===== src/rtl/prio_encoder_rr.sv =====
// Registered N-to-log2(N) encoder with fixed-priority or round-robin selection
// and a valid/ready output stage that holds its result until accepted.
module prio_encoder_rr #(
    parameter  int N = 4,
    localparam int W = $clog2(N)
) (
    input  logic         clk,
    input  logic         rst_n,
    input  logic [N-1:0] req,
    input  logic         mode,
    input  logic         out_ready,
    output logic         out_valid,
    output logic [W-1:0] out_idx,
    output logic [N-1:0] out_onehot,
    output logic         out_multi,
    output logic [W-1:0] rr_ptr
);

    logic         valid_reg;
    logic [W-1:0] idx_reg;
    logic [N-1:0] onehot_reg;
    logic         multi_reg;
    logic [W-1:0] ptr_reg;

    logic         hs;
    logic         load;
    logic [W-1:0] idx_inc;
    logic [W-1:0] eptr;
    logic [N-1:0] req_rot;
    logic [W-1:0] rot_off;
    logic [W-1:0] sel_fixed;
    logic [W-1:0] sel_rr;
    logic [W-1:0] sel_next;
    logic [N-1:0] onehot_next;
    logic         multi_next;

    assign hs      = valid_reg && out_ready;
    assign load    = !valid_reg || out_ready;
    assign idx_inc = idx_reg + W'(1);
    // The accepted result's pointer advance is folded in before the new search
    assign eptr    = (hs && mode) ? idx_inc : ptr_reg;

    // N is a power of two, so W-bit addition wraps the search position mod N
    for (genvar gi = 0; gi < N; gi++) begin : g_rot
        logic [W-1:0] pos;
        assign pos         = eptr + W'(gi);
        assign req_rot[gi] = req[pos];
    end

    always_comb begin
        rot_off = '0;
        for (int i = N - 1; i >= 0; i--) begin
            if (req_rot[i]) rot_off = W'(i);
        end
    end

    always_comb begin
        sel_fixed = '0;
        for (int i = 0; i < N; i++) begin
            if (req[i]) sel_fixed = W'(i);
        end
    end

    assign sel_rr     = eptr + rot_off;
    assign sel_next   = mode ? sel_rr : sel_fixed;
    assign multi_next = |(req & (req - N'(1)));

    for (genvar gi = 0; gi < N; gi++) begin : g_onehot
        assign onehot_next[gi] = (sel_next == W'(gi));
    end

    always_ff @(posedge clk or negedge rst_n) begin
        if (!rst_n) begin
            valid_reg  <= 1'b0;
            idx_reg    <= '0;
            onehot_reg <= '0;
            multi_reg  <= 1'b0;
            ptr_reg    <= '0;
        end else begin
            if (hs && mode) ptr_reg <= idx_inc;
            if (load) begin
                if (|req) begin
                    valid_reg  <= 1'b1;
                    idx_reg    <= sel_next;
                    onehot_reg <= onehot_next;
                    multi_reg  <= multi_next;
                end else begin
                    valid_reg  <= 1'b0;
                    idx_reg    <= '0;
                    onehot_reg <= '0;
                    multi_reg  <= 1'b0;
                end
            end
        end
    end

    assign out_valid  = valid_reg;
    assign out_idx    = idx_reg;
    assign out_onehot = onehot_reg;
    assign out_multi  = multi_reg;
    assign rr_ptr     = ptr_reg;

endmodule


===== config.mk =====
export PLATFORM = sky130hd
export DESIGN_NAME = prio_encoder_rr
export DESIGN_NICKNAME = d
export VERILOG_FILES = /design/src/rtl/prio_encoder_rr.sv
export SDC_FILE = /design/constraint.sdc
export NUM_CORES = 1
export LEC_CHECK = 0
export ABC_CLOCK_PERIOD_IN_PS = 2900
export BUFFER_PORTS_ARGS = -buffer_cell sky130_fd_sc_hd__buf_2
export CAP_MARGIN = 5
export CORE_AREA = 2 2 47 49
export CTS_CLUSTER_DIAMETER = 80
export DETAILED_ROUTE_END_ITERATION = 12
export DIE_AREA = 0 0 49 51
export HOLD_SLACK_MARGIN = 0.08
export SYNTH_ARGS = -nofsm -noshare
export SYNTH_HDL_FRONTEND = slang
export SYNTH_SLANG_ARGS = --single-unit

===== constraint.sdc =====
create_clock -name clk -period 2.9 [get_ports clk]
set_clock_uncertainty 0.2 [all_clocks]
set_input_delay 0.29 -clock clk [delete_from_list [all_inputs] [get_ports clk]]
set_output_delay 0.29 -clock clk [all_outputs]
set_load 0.01 [all_outputs]

==> out/results.ini, run 1 <==
[job]
maxCapViolations = 0

[synth]
async_flop_share = 1.000
syn_inst = 89
synth_top_cell_by_area = dfrtp_1
synth_top_cell_area_share = 0.3295
ys_types = 31
syn_area_um2 = 759.5
syn_area_per_cell_um2 = 8.533
synth.yosys.seq_area_share = 0.3295
yosysWarningCount = 0
synth_edf_count = 0
synth.area.top_cells = dfrtp_1 (33%), nand2_1 (5.4%), mux2i_1 (5.3%), a22o_1 (4.6%), o21ai_0 (4.6%)
synthMostInstantiatedCell = nand2_1
netlist_top_cells_count = nand2_1 (11), dfrtp_1 (10), inv_1 (7), o21ai_0 (7), nor2_1 (6)
ys.flop_type = dfrtp_1
syn-num-nets = 98
synth-seq-cells = 10

[timing]
slew_headroom = 0.7459
tightest_slew_ps = 381.1
hold_viol_final = 0
final-max-slew-violation-count = 0
fmax_mhz = 345.5
whs_ps = 219.3
fin_crit_sh = 0.9982
finalCriticalPeriod_ps = 2895
setup_tns_ps = 0
final-setup-viol-count = 0
rsz0062_at_grt = true

[routing]
dr_total_vias = 794
dr.first_iter.drc_count = 27
wire_per_inst_um = 13.88
drc = 0
antenna_left = 0
drt_pass1_iterations = 4
wirelength_mm = 2.096
vias_per_cell = 5.258

[pwr]
vdd_drop_max_uv = 506.8
clockPowerShare = 0.134
internal_power_uw = 553.9
power_uw = 931.5
p_seq_frac = 0.243
powerDensity_nw_per_um2 = 870.8
combPwrFrac = 0.623
leakage_nw = 0.5064
netSwitchingFraction = 0.4054
p_switching_uw = 377.6

[global_route]
grt_pass1_vias = 781
grt_usage = 0.1751
grt_overflow = 0
antenna_found_initial = 0
grt_max_degree = 12
grt_pass1_wl_mm = 3.422

[worst_setup_path]
critPathMaxStageDelay_ps = 390
start_kind = flip-flop
worstPathRequired_ps = 2860
crit_family = compound AO/OA/AOI/OAI gates
path_class = flip-flop to flip-flop
path_max_fanout = 5
endpoint_kind = flip-flop
path_cells = xor2_1 -> mux2i_1 -> inv_1 -> a21oi_2 -> o211ai_1 -> o31a_1 -> ha_4 -> xnor2_1 -> or3_1 -> a211oi_2 -> buf_4 -> a2111oi_4 -> a22o_1
r2r_slack_ps = 5
path_depth = 13
arrival_ps = 2850
crit_slowest_cell = dfrtp_1
reg2regPathDepth = 13
r2r_end = out_onehot[3]
r2r_start = out_idx[0]
path_buf_inv = 2

[cts]
clk_latency_ps = 270
cts_htree_levels = 1
cts_root_buffer = clkbuf_4
cts_buffers = 3
clk_path_buf_depth = 2
clkSlewWorstSetupHoldPaths_ps = 70
cts_tree = built
clkSinkCount = 10

[place]
dp_cells = 145
gp_congestion = 0.8289
dp_hpwl_mm = 1.557
port_buffers = 17

[finish]
nFillCells = 193
multiInputGateArea_um2 = 499.2
nets = 133
drive_gt1_frac = 0.3902
syn2layout_area_growth_pct = 40.86
ff_latch_area_um2 = 250.2
antenna_cells = 0
final_core_util = 0.5185
final_cells = 151

[floorplanning]
core-area_um2 = 2063
ios = 18
chipHeight_um = 51
start_util = 0.3681
dieWidth_um = 49
row_count = 17
fp.dieArea_um2 = 2499

[hold_path]
hp-class = primary input to asynchronous set/reset pin

[outcome]
outcome = finished clean

[layout by cell type, fill, tap and decap left out, drive strengths merged]
master       netlist  routed
mux2i              5       5
and3               1       1
a31oi              1       1
nand2             11      11
a211oi             1       1
xnor2              2       2
or3                5       5
o31ai              1       1
nand3b             1       1
a21oi              5       5
o21ai              7       7
o31a               1       1
a2111oi            1       1
dfrtp             10      10
maj3               1       1
clkbuf             4       4
nor2               6       6
xor2               1       1
nor3               2       2
nand3              3       3
o2bb2ai            1       1
a311o              1       1
o211ai             3       3
a211o              1       1
ha                 1       1
dlygate4sd3        0       1
inv                7       7
buf                1      34
a22o               4       4
nor2b              1       1
[per-layer routing]
metal	vias to the layer above	part of all wire	track usage	routed length, um
li1	389	-	-	-
met1	368	0.43	0.2151	898
met2	35	0.50	0.3219	1046
met3	2	0.063	0.04386	133
met4	0	0.0091	0.01429	19
met5	-	0	0	0
[through the flow]
stage	setup WS (ps)	area (um^2)
after CTS	1.114	1041
after global placement	-90.11	973.4
after global routing	-96.58	1070
after floorplan	19.91	759.5
after detailed placement	-90.31	973.4
final	5.285	1070
[state kept, by name, indices dropped and copies added (netlist names)]
| register | flops |
|---|---|
| out_onehot | 4 |
| out_idx | 2 |
| rr_ptr | 2 |
| out_multi | 1 |
| out_valid | 1 |
[final cells by class]
class	instances	area share
multi-input cells	67	0.4667
flip-flops and latches	10	0.2339
repair buffers	35	0.2082
clock buffers	4	0.03392
well taps	28	0.03275
inverters	7	0.02456
[kinds of logic after synthesis]
logic type | synth area share
AND/OR/NAND/NOR | 0.1911
XOR/XNOR | 0.03460
buffers and inverters | 0.06919
AO/OA/AOI/OAI | 0.2751
multiplexers | 0.07084
flip-flops | 0.3295
adder cells (fa/ha/maj) | 0.02965
[what timing repair did]
item | 4_1_cts | 5_1_grt
hold buffers | 1 | 0
hold endpoints to repair | 10 | 0
endpoints found under the setup margin | 5 | 5
resized for setup | 4 | 6
pin swaps | 0 | 5
setup buffers | 1 | 0
[worst max path at each step]
stage                     from             to  slack [ps]
global route        out_idx[0]  out_onehot[2]        -100
floorplan            out_valid     out_idx[1]          20
global placement          mode  out_onehot[2]         -90
CTS                 out_idx[0]  out_onehot[2]           1
detailed placement        mode  out_onehot[2]         -90
finish              out_idx[0]  out_onehot[3]           5
[worst reg2reg max path: cells and delay by family (launching register included)]
family / cells / cell delay, ps
adder cells (fa/ha/maj): 1 / 180
flip-flops: 1 / 390
AND/OR/NAND/NOR: 1 / 320
buffers and inverters: 2 / 290
multiplexers: 1 / 260
AO/OA/AOI/OAI: 6 / 850
XOR/XNOR: 2 / 290
[power groups by stage]
stage	Combinational (mW)	Clock [mW]	Sequential, mW
2_1_floorplan	0.272	0	0.254
3_5_place_dp	0.505	0	0.229
6_report	0.581	0.125	0.226
3_3_place_gp	0.500	0	0.227
5_1_grt	0.633	0.139	0.232
4_1_cts	0.533	0.127	0.227
No activity file was read; power rests on OpenSTA's default activity.
==> run 2, diff against run 1 <==
--- a/config.mk
+++ b/config.mk
@@ -6,7 +6,7 @@
 export NUM_CORES = 1
 export LEC_CHECK = 0
 export ABC_CLOCK_PERIOD_IN_PS = 2900
-export BUFFER_PORTS_ARGS = -buffer_cell sky130_fd_sc_hd__buf_2
+export BUFFER_PORTS_ARGS = -buffer_cell sky130_fd_sc_hd__buf_4
 export CAP_MARGIN = 5
 export CORE_AREA = 2 2 47 49
 export CTS_CLUSTER_DIAMETER = 80
==> run 2 against run 1 <==
  * Total power rose by 18%
  * Largest power group unchanged
  * Critical endpoint unchanged
  * Highest routed layer unchanged
  * First-iteration DRC count shrank 19%
  * Non-clock buffer count is 9 higher
  * Critical path depth decreased by 1
  * Flip-flop and latch count did not move
==> out/results.ini, run 2 (synthesized netlist as in run 1, its figures left out) <==
[outcome]
outcome = finished clean

[routing]
antenna_left = 0
wirelength_mm = 2.081
wire_per_inst_um = 13.01
dr.first_iter.drc_count = 22
vias_per_cell = 5.156
dr_total_vias = 825
drc = 0
drt_pass1_iterations = 4

[cts]
clk_path_buf_depth = 2
cts_root_buffer = clkbuf_4
cts_htree_levels = 1
cts_buffers = 3
cts_tree = built
clkSinkCount = 10
clk_latency_ps = 270
clkSlewWorstSetupHoldPaths_ps = 70

[finish]
fin_area_um2 = 1200
ff_latch_area_um2 = 250.2
nFillCells = 191
final_core_util = 0.5816
drive_gt1_frac = 0.4545
final_cell_mix = buf_4 (43), nand2_1 (11), dfrtp_1 (10), nor2_1 (6)
antenna_cells = 0
syn2layout_area_growth_pct = 57.99
multiInputGateArea_um2 = 519.2
largest_reg_flops = 4
nets = 142
final_common_cell = buf_4

[timing]
whs_ps = 105.4
tightest_slew_ps = 462.3
slew_headroom = 0.6918
hold_viol_final = 0
finalCriticalPeriod_ps = 2847
final-setup-viol-count = 0
fin_crit_sh = 0.9819
final-max-slew-violation-count = 0
rsz0062_at_grt = true
fmax_mhz = 351.2

[global_route]
gr-usage-met2 = 0.2945
grt.met3_usage = 0.04678
grt_pass1_vias = 809
antenna_found_initial = 0
grt_pass1_wl_mm = 3.615
grt_overflow = 0
met1_usage = 0.2491
grt_usage = 0.1850
grt_max_degree = 12
busiest_layer = met2

[worst_setup_path]
arrival_ps = 2800
path_class = flip-flop to flip-flop
endpoint_kind = flip-flop
worstPathRequired_ps = 2850
reg2regPathDepth = 12
path_max_fanout = 5
start_kind = flip-flop

[place]
port_buffers = 17
gp_congestion = 0.9029
dpl_cell_area_um2 = 1046
dp_hpwl_mm = 1.518

[pwr]
power_mw = 1.097
leakage_nw = 0.5613
vdd_drop_max_uv = 590.4
powerDensity_nw_per_um2 = 913.8

[floorplanning]
dieWidth_um = 49
start_util = 0.3681
core-area_um2 = 2063
row_count = 17
ios = 18
chipHeight_um = 51
fp.dieArea_um2 = 2499

[job]
maxCapViolations = 0

[hold_path]
hold_depth = 2
hp-class = primary input to flip-flop

[run 2: layer usage]
layer,up-vias,share of wire
li1,407,-
met1,386,0.46
met2,30,0.49
met3,2,0.048
met4,0,0.0072
met5,-,0
[run 2: cell type report]
| cell class | count | area share |
|---|---|---|
| clock buffer | 4 | 0.03024 |
| inverter | 7 | 0.02190 |
| multi-input combinational | 67 | 0.4327 |
| sequential | 10 | 0.2086 |
| tap | 28 | 0.02920 |
| timing repair buffer | 44 | 0.2774 |
[run 2: what timing repair did]
item                                    in CTS  in global routing
gates cloned                                 0                  0
setup buffers                                7                  2
endpoints found under the hold margin       10                  0
endpoints found under the setup margin       5                  5
resized for setup                            6                  9
hold buffers                                 1                  0
pin swaps                                    2                  4
[run 2: metrics by stage]
step,cells,setup WS [ps],TNS [ps]
after floorplan,89,19.91,0
after global placement,149,-155.9,-580.3
after detailed placement,149,-192.0,-768.8
after CTS,158,21.29,0
after global routing,160,-53.25,-210.1
final,160,52.55,0
[run 2: report_power, final]
group,switching [mW],internal [mW]
Combinational,0.330,0.409
Sequential,0.0418,0.190
Clock,0.0494,0.0763
Total,0.421,0.675
[run 2: final timing paths]
check                            from             to  slack [ps]
setup / recovery           out_idx[0]  out_onehot[3]          50
hold / removal                 req[1]      out_valid         110
setup reg to reg           out_idx[0]  out_onehot[3]          50
hold reg to reg             out_multi      out_multi         290
max in group asynchronous       rst_n  out_onehot[1]        2190
min in group asynchronous       rst_n      out_multi         170
[run 2: worst max-delay path: stages, from the launching register on]
cell and delay, ps:
dfrtp_1 410, xor2_2 200, mux2i_4 220, buf_4 150
a21oi_1 80, o31a_1 280, ha_4 180, xnor2_1 110
or3_1 330, a211oi_2 180, buf_4 150, a2111oi_4 50
a22o_1 210
==> run 3, diff against run 2 <==
--- a/config.mk
+++ b/config.mk
@@ -8,10 +8,11 @@
 export ABC_CLOCK_PERIOD_IN_PS = 2900
 export BUFFER_PORTS_ARGS = -buffer_cell sky130_fd_sc_hd__buf_4
 export CAP_MARGIN = 5
-export CORE_AREA = 2 2 47 49
+export CORE_AREA = 2 2 56 42
+export CTS_BUF_LIST = sky130_fd_sc_hd__clkbuf_16
 export CTS_CLUSTER_DIAMETER = 80
 export DETAILED_ROUTE_END_ITERATION = 12
-export DIE_AREA = 0 0 49 51
+export DIE_AREA = 0 0 58 44
 export HOLD_SLACK_MARGIN = 0.08
 export SYNTH_ARGS = -nofsm -noshare
 export SYNTH_HDL_FRONTEND = slang
==> run 3 against run 2 <==
  * Die area up 2.1%
  * Sequential power increased by 2%
  * Clock power is 91% higher
  * First-iteration DRC count grew 73%
  * Register-to-register slack barely moved
  * Maximum frequency is 0.37% higher
  * Combinational power fell by 5.8%
  * Final cell count decreased by 7.5%
  * Worst hold slack gained 84 ps
  * Non-clock buffer count fell by 7
  * Sequential share of layout area rose by 0.13 points
  * Cell area fell by 0.63%
==> out/results.ini, run 3 (synthesized netlist as in run 1, its figures left out) <==
[outcome]
outcome = finished clean

[worst_setup_path]
critPathMaxStageDelay_ps = 390
arrival_ps = 2760
r2r_start = out_valid
worstPathRequired_ps = 2820
path_max_fanout = 5
endpoint_kind = flip-flop
reg2regPathDepth = 12
path_buf_inv = 3
r2r_end = out_idx[1]
crit_slowest_cell = dfrtp_1
start_kind = flip-flop
path_cells = nand3_2 -> buf_4 -> mux2i_4 -> inv_2 -> o31a_1 -> ha_4 -> xnor2_1 -> or3_1 -> a211oi_2 -> buf_4 -> a2111oi_4 -> a22o_1
cpMostUsedCell = buf_4
path_class = flip-flop to flip-flop
r2r_slack_ps = 60
crit_family = compound AO/OA/AOI/OAI gates

[job]
maxCapViolations = 0

[finish]
final_common_cell = buf_4
largest_reg_flops = 4
antenna_cells = 0
final_cell_mix = buf_4 (36), nand2_1 (10), dfrtp_1 (10), nor2_1 (6)
syn2layout_area_growth_pct = 57.00
nets = 135
drive_gt1_frac = 0.4274
fin_area_um2 = 1192

[floorplanning]
dieWidth_um = 58
ios = 18
row_count = 14
fp.dieArea_um2 = 2552
chipHeight_um = 44
start_util = 0.3738
core-area_um2 = 2032

[routing]
drc = 0
drt_pass1_iterations = 4
dr.first_iter.drc_count = 38
wirelength_mm = 2.263
wire_per_inst_um = 15.29
antenna_left = 0
dr_total_vias = 815
vias_per_cell = 5.507

[pwr]
powerDensity_nw_per_um2 = 983.5
leakage_nw = 0.5446
p_seq_frac = 0.201
combPwrFrac = 0.594
internal_power_uw = 742.4
netSwitchingFraction = 0.3669
p_switching_uw = 430.2
clockPowerShare = 0.205
power_mw = 1.173
vdd_drop_max_uv = 569.7

[cts]
clkSinkCount = 10
clkSlewWorstSetupHoldPaths_ps = 40
cts_root_buffer = clkbuf_16
clk_path_buf_depth = 2
cts_htree_levels = 1
clk_latency_ps = 240
cts_tree = built
cts_buffers = 3

[global_route]
grt_pass1_wl_mm = 3.698
grt_overflow = 0
grt_usage = 0.2038
grt_pass1_vias = 798
antenna_found_initial = 0
grt_max_degree = 12

[hold_path]
hold_depth = 2
holdPathEnd = out_valid
min_from = req[1]
hp-class = primary input to flip-flop

[timing]
fin_ws_ps = 63.10
slew_headroom = 0.7329
final-setup-viol-count = 0
hold_viol_final = 0
fmax_mhz = 352.5
final-max-slew-violation-count = 0
rsz0062_at_grt = true
finalCriticalPeriod_ps = 2837
tightest_slew_ps = 400.7
fin_crit_sh = 0.9782

[place]
dp_hpwl_mm = 1.678
dpl_cell_area_um2 = 996.0
place_ws_ps = -106.7
gp_congestion = 0.9115
port_buffers = 17

-- run 3: cell types whose count changed in the layout (fill, tap and decap cells not counted), sizes merged --
cell,delta
buf,-7
clkbuf,-1
-- run 3: how the worst max path moves through the flow --
stage / slack (ps) / end / start / cells past startpoint
6_report: 60 / out_idx[1] / out_valid / 12
4_1_cts: 10 / out_onehot[2] / out_idx[0] / 13
5_1_grt: -40 / out_onehot[0] / out_idx[1] / 13
2_1_floorplan: 20 / out_idx[1] / out_valid / 11
3_5_place_dp: -110 / out_idx[1] / mode / 14
3_3_place_gp: -110 / out_onehot[2] / mode / 14
-- run 3: metal layers --
layer,global-route usage,up-vias,share of wire,wire [um]
met5,0,-,0,0
met4,0.09767,0,0.034,77
met1,0.2802,389,0.48,1089
met3,0.06567,8,0.051,115
met2,0.2886,25,0.43,980
li1,-,393,-,-
-- run 3: area by class of cell --
type,count,area (um^2)
inverter,7,26.28
clock buffer,3,75.07
multi-input combinational,67,530.5
fill,185,839.6
timing repair buffer,37,280.3
sequential,10,250.2
tap,24,30.03
-- run 3: stage by stage --
step / instances / util / setup TNS, ps / hold slack [ps]
2_1_floorplan: 89 / - / 0 / -205.6
3_3_place_gp: 139 / 0.4901 / -377.4 / -76.06
3_5_place_dp: 139 / 0.4901 / -371.3 / -75.89
4_1_cts: 147 / 0.5554 / 0 / 172.6
5_1_grt: 148 / 0.5868 / -179.1 / 198.1
6_report: 148 / 0.5868 / 0 / 189.7
-- run 3: power by group through the flow --
stage               clock [mW]  sequential, mW  combinational (mW)
floorplan                    0           0.254               0.272
global placement             0           0.226               0.546
detailed placement           0           0.228               0.548
CTS                      0.242           0.227               0.617
global route             0.251           0.243               0.760
finish                   0.241           0.236               0.696
-- run 3: what timing repair did --
action,CTS,global route
buffers inserted,4,1
endpoints found under the hold margin,10,0
endpoints found under the setup margin,5,5
resized for setup,5,11
hold buffers,1,0
pin swaps,1,4
